--- config.mk ---
export PLATFORM = sky130hd
export DESIGN_NAME = rx_stream_ctrl
export DESIGN_NICKNAME = d
export VERILOG_FILES = /design/src/rtl/usb_rx_pkg.sv /design/src/rtl/rx_sync_det.sv /design/src/rtl/rx_stream_ctrl.sv
export SDC_FILE = /design/constraint.sdc
export NUM_CORES = 1
export LEC_CHECK = 0
export CAP_MARGIN = 20
export CORE_ASPECT_RATIO = 0.75
export CORE_MARGIN = 3
export CORE_UTILIZATION = 60
export CTS_BUF_LIST = sky130_fd_sc_hd__clkbuf_8
export CTS_CLUSTER_DIAMETER = 40
export DETAILED_ROUTE_END_ITERATION = 8
export GPL_TIMING_DRIVEN = 0
export MAX_ROUTING_LAYER = met4
export PLACE_DENSITY_LB_ADDON = 0.12
export SYNTH_ARGS = -nofsm -noshare
export SYNTH_HDL_FRONTEND = slang
export SYNTH_HIERARCHICAL = 1
export SYNTH_SLANG_ARGS = --single-unit
--- constraint.sdc ---
create_clock -name clk -period 2.65 [get_ports clk]
set_input_delay 0.3975 -clock clk [delete_from_list [all_inputs] [get_ports clk]]
set_output_delay 0.3975 -clock clk [all_outputs]
set_load 0.02 [all_outputs]
--- src/rtl/usb_rx_pkg.sv ---
`default_nettype none
// ============================================================================
//  Module      : usb_rx_pkg
//  Description : Shared definitions for the receive stream controller.
//                Holds the controller state encoding, the sync byte pattern,
//                the sync hunt timeout and the maximum packet length in bits.
//  Revision    : 1.0 - initial release
// ============================================================================
package usb_rx_pkg;

   typedef enum logic [2:0] {
      IDLE   = 3'd0,
      HUNT   = 3'd1,
      PACKET = 3'd2,
      EOP1   = 3'd3,
      EOP2   = 3'd4
   } rx_state_e;

   // Seven zeros followed by a one, in arrival order (newest bit in LSB).
   localparam logic [7:0]  SYNC_PATTERN = 8'b0000_0001;
   // Strobes allowed in HUNT before giving up on a sync.
   localparam logic [15:0] SYNC_TIMEOUT = 16'd64;
   // Largest number of packet bits that may be forwarded.
   localparam logic [10:0] MAX_PKT_BITS = 11'd1030;

endpackage : usb_rx_pkg
`default_nettype wire

--- src/rtl/rx_sync_det.sv ---
`default_nettype none
// ============================================================================
//  Module      : rx_sync_det
//  Description : Sync detector. Shifts line bits into an 8-bit register and
//                flags a match against SYNC_PATTERN; counts strobes and flags
//                a timeout when SYNC_TIMEOUT strobes pass without a match.
//  Ports       : clk, rst_b      - clock, async active-low reset
//                clear           - synchronous clear of all detector state
//                enable          - detector active (controller in HUNT)
//                bit_in          - line bit
//                bit_valid, se0  - bit strobe and SE0 line condition
//                match           - combinational: this strobe completes sync
//                timeout         - combinational: this strobe exhausts budget
//  Revision    : 1.0 - initial release
// ============================================================================
module rx_sync_det
   import usb_rx_pkg::*;
(
   input  logic clk,
   input  logic rst_b,
   input  logic clear,
   input  logic enable,
   input  logic bit_in,
   input  logic bit_valid,
   input  logic se0,
   output logic match,
   output logic timeout
);

   logic [7:0]  shift_q, shift_d;
   logic [3:0]  fill_q, fill_d;
   logic [15:0] strobe_cnt_q, strobe_cnt_d;

   logic [7:0]  shift_next;
   logic [3:0]  fill_next;
   logic [15:0] cnt_next;

   // The fill count keeps a freshly cleared (all-zero) register from
   // matching on the very first '1': a match needs eight real bits.
   always_comb begin
      shift_d      = shift_q;
      fill_d       = fill_q;
      strobe_cnt_d = strobe_cnt_q;
      match        = 1'b0;
      timeout      = 1'b0;
      shift_next   = {shift_q[6:0], bit_in};
      fill_next    = (fill_q == 4'd8) ? 4'd8 : fill_q + 4'd1;
      cnt_next     = strobe_cnt_q + 16'd1;

      if (clear) begin
         shift_d      = '0;
         fill_d       = '0;
         strobe_cnt_d = '0;
      end else if (enable && bit_valid) begin
         strobe_cnt_d = cnt_next;
         if (se0) begin
            shift_d = '0;
            fill_d  = '0;
         end else begin
            shift_d = shift_next;
            fill_d  = fill_next;
            match   = (fill_next == 4'd8) && (shift_next == SYNC_PATTERN);
         end
         // A match on the last allowed strobe still wins.
         timeout = !match && (cnt_next == SYNC_TIMEOUT);
      end
   end

   always_ff @(posedge clk or negedge rst_b) begin
      if (!rst_b) begin
         shift_q      <= '0;
         fill_q       <= '0;
         strobe_cnt_q <= '0;
      end else begin
         shift_q      <= shift_d;
         fill_q       <= fill_d;
         strobe_cnt_q <= strobe_cnt_d;
      end
   end

endmodule : rx_sync_det
`default_nettype wire

--- src/rtl/rx_stream_ctrl.sv ---
`default_nettype none
// ============================================================================
//  Module      : rx_stream_ctrl
//  Description : Receive stream controller. Hunts for the sync pattern,
//                forwards packet bits to the unstuffer with zero latency,
//                checks the SE0,SE0,J end-of-packet and limits packet length.
//  Ports       : clk, rst_b      - clock, async active-low reset
//                rx_en           - permits a new packet hunt while high
//                bit_in          - decoded line bit
//                bit_valid       - one-cycle strobe per bit time
//                se0             - line in SE0, sampled with bit_valid
//                bstr_out        - packet bit to unstuffer (always = bit_in)
//                bstr_out_avail  - qualifies bstr_out
//                out_done        - registered pulse on good end of packet
//                rx_err          - registered pulse on sync timeout, bad EOP
//                                  or length overflow
//                busy            - high whenever not IDLE
//  Revision    : 1.0 - initial release
// ============================================================================
module rx_stream_ctrl
   import usb_rx_pkg::*;
(
   input  logic clk,
   input  logic rst_b,
   input  logic rx_en,
   input  logic bit_in,
   input  logic bit_valid,
   input  logic se0,
   output logic bstr_out,
   output logic bstr_out_avail,
   output logic out_done,
   output logic rx_err,
   output logic busy
);

   rx_state_e   state_q, state_d;
   logic [10:0] pkt_cnt_q, pkt_cnt_d;
   logic        out_done_q, out_done_d;
   logic        rx_err_q, rx_err_d;

   logic        sync_clear;
   logic        sync_enable;
   logic        sync_match;
   logic        sync_timeout;

   // Holding the detector clear throughout IDLE guarantees a fresh start
   // on every entry to HUNT.
   assign sync_clear  = (state_q == IDLE);
   assign sync_enable = (state_q == HUNT);

   rx_sync_det u_sync_det (
      .clk       (clk),
      .rst_b     (rst_b),
      .clear     (sync_clear),
      .enable    (sync_enable),
      .bit_in    (bit_in),
      .bit_valid (bit_valid),
      .se0       (se0),
      .match     (sync_match),
      .timeout   (sync_timeout)
   );

   always_comb begin
      state_d        = state_q;
      pkt_cnt_d      = pkt_cnt_q;
      out_done_d     = 1'b0;
      rx_err_d       = 1'b0;
      bstr_out_avail = 1'b0;

      case (state_q)
         IDLE: begin
            pkt_cnt_d = '0;
            if (rx_en) state_d = HUNT;
         end

         HUNT: begin
            // Dropping rx_en abandons the hunt quietly.
            if (!rx_en) begin
               state_d = IDLE;
            end else if (bit_valid) begin
               if (sync_match) begin
                  state_d = PACKET;
               end else if (sync_timeout) begin
                  rx_err_d = 1'b1;
                  state_d  = IDLE;
               end
            end
         end

         PACKET: begin
            if (bit_valid) begin
               if (se0) begin
                  state_d = EOP1;
               end else if (pkt_cnt_q == MAX_PKT_BITS) begin
                  // Overflowing bit is dropped, not forwarded.
                  rx_err_d = 1'b1;
                  state_d  = IDLE;
               end else begin
                  bstr_out_avail = 1'b1;
                  pkt_cnt_d      = pkt_cnt_q + 11'd1;
               end
            end
         end

         EOP1: begin
            if (bit_valid) begin
               if (se0) begin
                  state_d = EOP2;
               end else begin
                  rx_err_d = 1'b1;
                  state_d  = IDLE;
               end
            end
         end

         EOP2: begin
            if (bit_valid) begin
               if (se0) rx_err_d   = 1'b1;
               else     out_done_d = 1'b1;
               state_d = IDLE;
            end
         end

         default: state_d = IDLE;
      endcase
   end

   always_ff @(posedge clk or negedge rst_b) begin
      if (!rst_b) begin
         state_q    <= IDLE;
         pkt_cnt_q  <= '0;
         out_done_q <= 1'b0;
         rx_err_q   <= 1'b0;
      end else begin
         state_q    <= state_d;
         pkt_cnt_q  <= pkt_cnt_d;
         out_done_q <= out_done_d;
         rx_err_q   <= rx_err_d;
      end
   end

   assign bstr_out = bit_in;
   assign out_done = out_done_q;
   assign rx_err   = rx_err_q;
   assign busy     = (state_q != IDLE);

endmodule : rx_stream_ctrl
`default_nettype wire

==> results.txt <==
Outcome: finished with violations
Failing checks: hold timing
Worst Max-Slew Pin Slew: 558.5 ps
Largest area contributor in the netlist: dfrtp_1
Setup crit end kind: flop
Fin crit period: 2494 ps
VDD IR max: 0.4529 mV
Synth warn: 6
DR WL/cell: 15.71 um
Root Buffer: clkbuf_8
# diodes: 0
Count leader, synth: dfrtp_1
Drt pass-1 iters: 4
Final HPWL from detailed placement: 3460 um
WP data required: 2840 ps
Final design utilization: 73.38%
Via density: 6.025
CTS Sinks: 43
Core box area: 3709 um2
Max Clk Rate: 0.4010 GHz
Critical Path Fanout Max: 6
Max-slew headroom: 61.80%
Hold Slack: -0.06539 ps
Rows: 19
Seq/Total Area, Yosys: 45.70%
Synth top area share: 45.70%
Crit Path Class: flop to flop
IO buf count: 10
Via Count: 1934
Post-Syn Nets: 263
Fin crit share: 94.10%
Synth top area cells: dfrtp_1, nor2_1, xor2_1
P per Cell Area: 686.2 nW/um2
Grt total ovfl: 0
Routability cong.: 0.8977
Share of layout cells above drive strength 1: 12.64%
Top Layer Used: met4
WL met2: 2270 um
Worst min-delay path category: input port to asynchronous set/reset pin
Die footprint: 4720 um2
Post-route cell area: 2721 um2
Routed Antenna Nets: 0
Worst Skew: 6.823 ps
Mapped Cells: 252
WP data arrival: 2690 ps
Max-slew violations: 0
DIE HEIGHT: 60.26 um
Final hold violation count: 1
Largest net degree at the start of global routing: 29
Dpl cell area: 2535 um2
Syn avg cell area: 9.344 um2
Routed wire length: 5042 um
Cell variety after synth: 46
Synth cell count leaders: dfrtp_1, nor2_1, nand2_1
Yosys reg bits: 43
Wire length on met3: 282 um
Clk pin slew, worst setup/hold paths: 80 ps
RSZ-0062 raised after global routing: true
Synth Flop Type: dfrtp_1
Max_cap viols: 0
GR Util All Layers: 23.45%
Ys async rst share: 100.0%
Pleak: 1.151 nW
Number of global-route vias before repair: 1735
Initial core utilization: 63.50%
I/O pin count: 11
Drt first-iter violations: 179
TritonCTS clock tree: built
Clock latency on the worst-skew pair: 300 ps
P&R area growth vs syn: 15.57%
Die X: 78.34 um
DRC Markers: 0
Cell Area, Synth: 2355 um2
Reg2reg setup slack: 160 ps
Final nets: 279
Number of enable flip-flop cells after synthesis: 0
Initial antenna violation count: 0
Cts bufs inserted: 5
# setup viols final: 0
Worst Setup Start Kind: flop
CTS Buffer Depth: 2
Met1 Wirelength: 2421 um
Htree depth: 2
Wire length of the first global-routing pass: 8183 um
metal layers:
layer,up-vias,track usage [%]
met2,53,34.63
met5,-,-
li1,945,-
met1,929,32.32
met4,0,7.731
met3,7,5.120
cell families (layout without fill, tap and decap cells):
family	Yosys count	after routing	share of synthesized area, %
multiplexers	5	5	2.179
adder cells (fa/ha/maj)	5	5	2.657
AND/OR/NAND/NOR	111	111	24.97
flip-flops	43	43	45.70
AO/OA/AOI/OAI	51	51	14.61
XOR/XNOR	18	18	6.695
buffers and inverters	19	36	3.188
critical path, stage by stage, from the launching register on:
cell and delay [ps]:
dfrtp_2 420, inv_1 60, ha_1 300, nor4b_1 270, nand3_1 180, nor3_4 280, nor3b_2 270, and4b_1 230
o21ai_0 140, a21oi_1 70, o21a_1 180
registers in the layout (all words and copies together) (netlist names):
register	cells
out_done	1
pkt_cnt_q	11
rx_err	1
state_q	3
u_sync_det/fill_q	4
u_sync_det/shift_q	7
u_sync_det/strobe_cnt_q	16
cells in the final DEF (no fill, tap or decap), types with 7 or more instances in the layout:
cell and n:
nor2_1 29, a22o_1 8, a21oi_1 15, xnor2_1 8, nand3_1 15, xor2_1 10
o21ai_0 11, nor3_1 7, nand2_1 21, inv_1 12, dfrtp_1 39
final cells by class:
class | instances | area [um2]
buffer | 5 | 25.02
clock buffer | 5 | 68.82
clock inverter | 3 | 63.81
fill | 287 | 987.2
inverter | 11 | 41.29
multi-input combinational | 190 | 1257
sequential | 43 | 1081
tap | 52 | 65.06
timing repair buffer | 12 | 118.9
worst paths after layout:
kind                                  startpoint  cells after the start                     endpoint
setup / recovery            u_sync_det/fill_q[0]                     10                       rx_err
hold / removal                             rst_b                      1  u_sync_det/strobe_cnt_q[12]
setup reg to reg            u_sync_det/fill_q[0]                     10                       rx_err
hold reg to reg            u_sync_det/shift_q[6]                      1        u_sync_det/shift_q[6]
max in group asynchronous                  rst_b                      2                   state_q[0]
min in group clk           u_sync_det/shift_q[6]                      1        u_sync_det/shift_q[6]
stage by stage:
| step | worst slack, ps | cells | total power [mW] | TNS, ps |
|---|---|---|---|---|
| after global placement | -293.8 | 314 | 1.203 | -821.2 |
| after detailed placement | -309.2 | 315 | 1.216 | -1043 |
| after floorplan | 67.70 | 252 | 1.059 | 0 |
| final | 156.4 | 321 | 1.867 | 0 |
| after global routing | -103.1 | 321 | 1.957 | -116.6 |
| after CTS | 2.421 | 321 | 1.822 | 0 |
power by group:
part | total, mW | leakage (nW) | switching, mW | internal (mW)
logic | 0.509 | 0.490 | 0.342 | 0.167
clock network | 0.599 | 0.0695 | 0.226 | 0.373
registers | 0.759 | 0.591 | 0.0632 | 0.696
what timing repair did:
action / 4_1_cts / 5_1_grt
hold buffers: 0 / 0
setup buffers: 0 / 1
endpoints found under the hold margin: 0 / 0
pin swaps: 0 / 1
gates resized for setup: 10 / 12
endpoints found under the setup margin: 4 / 4
(Power assumes the default switching activity.)
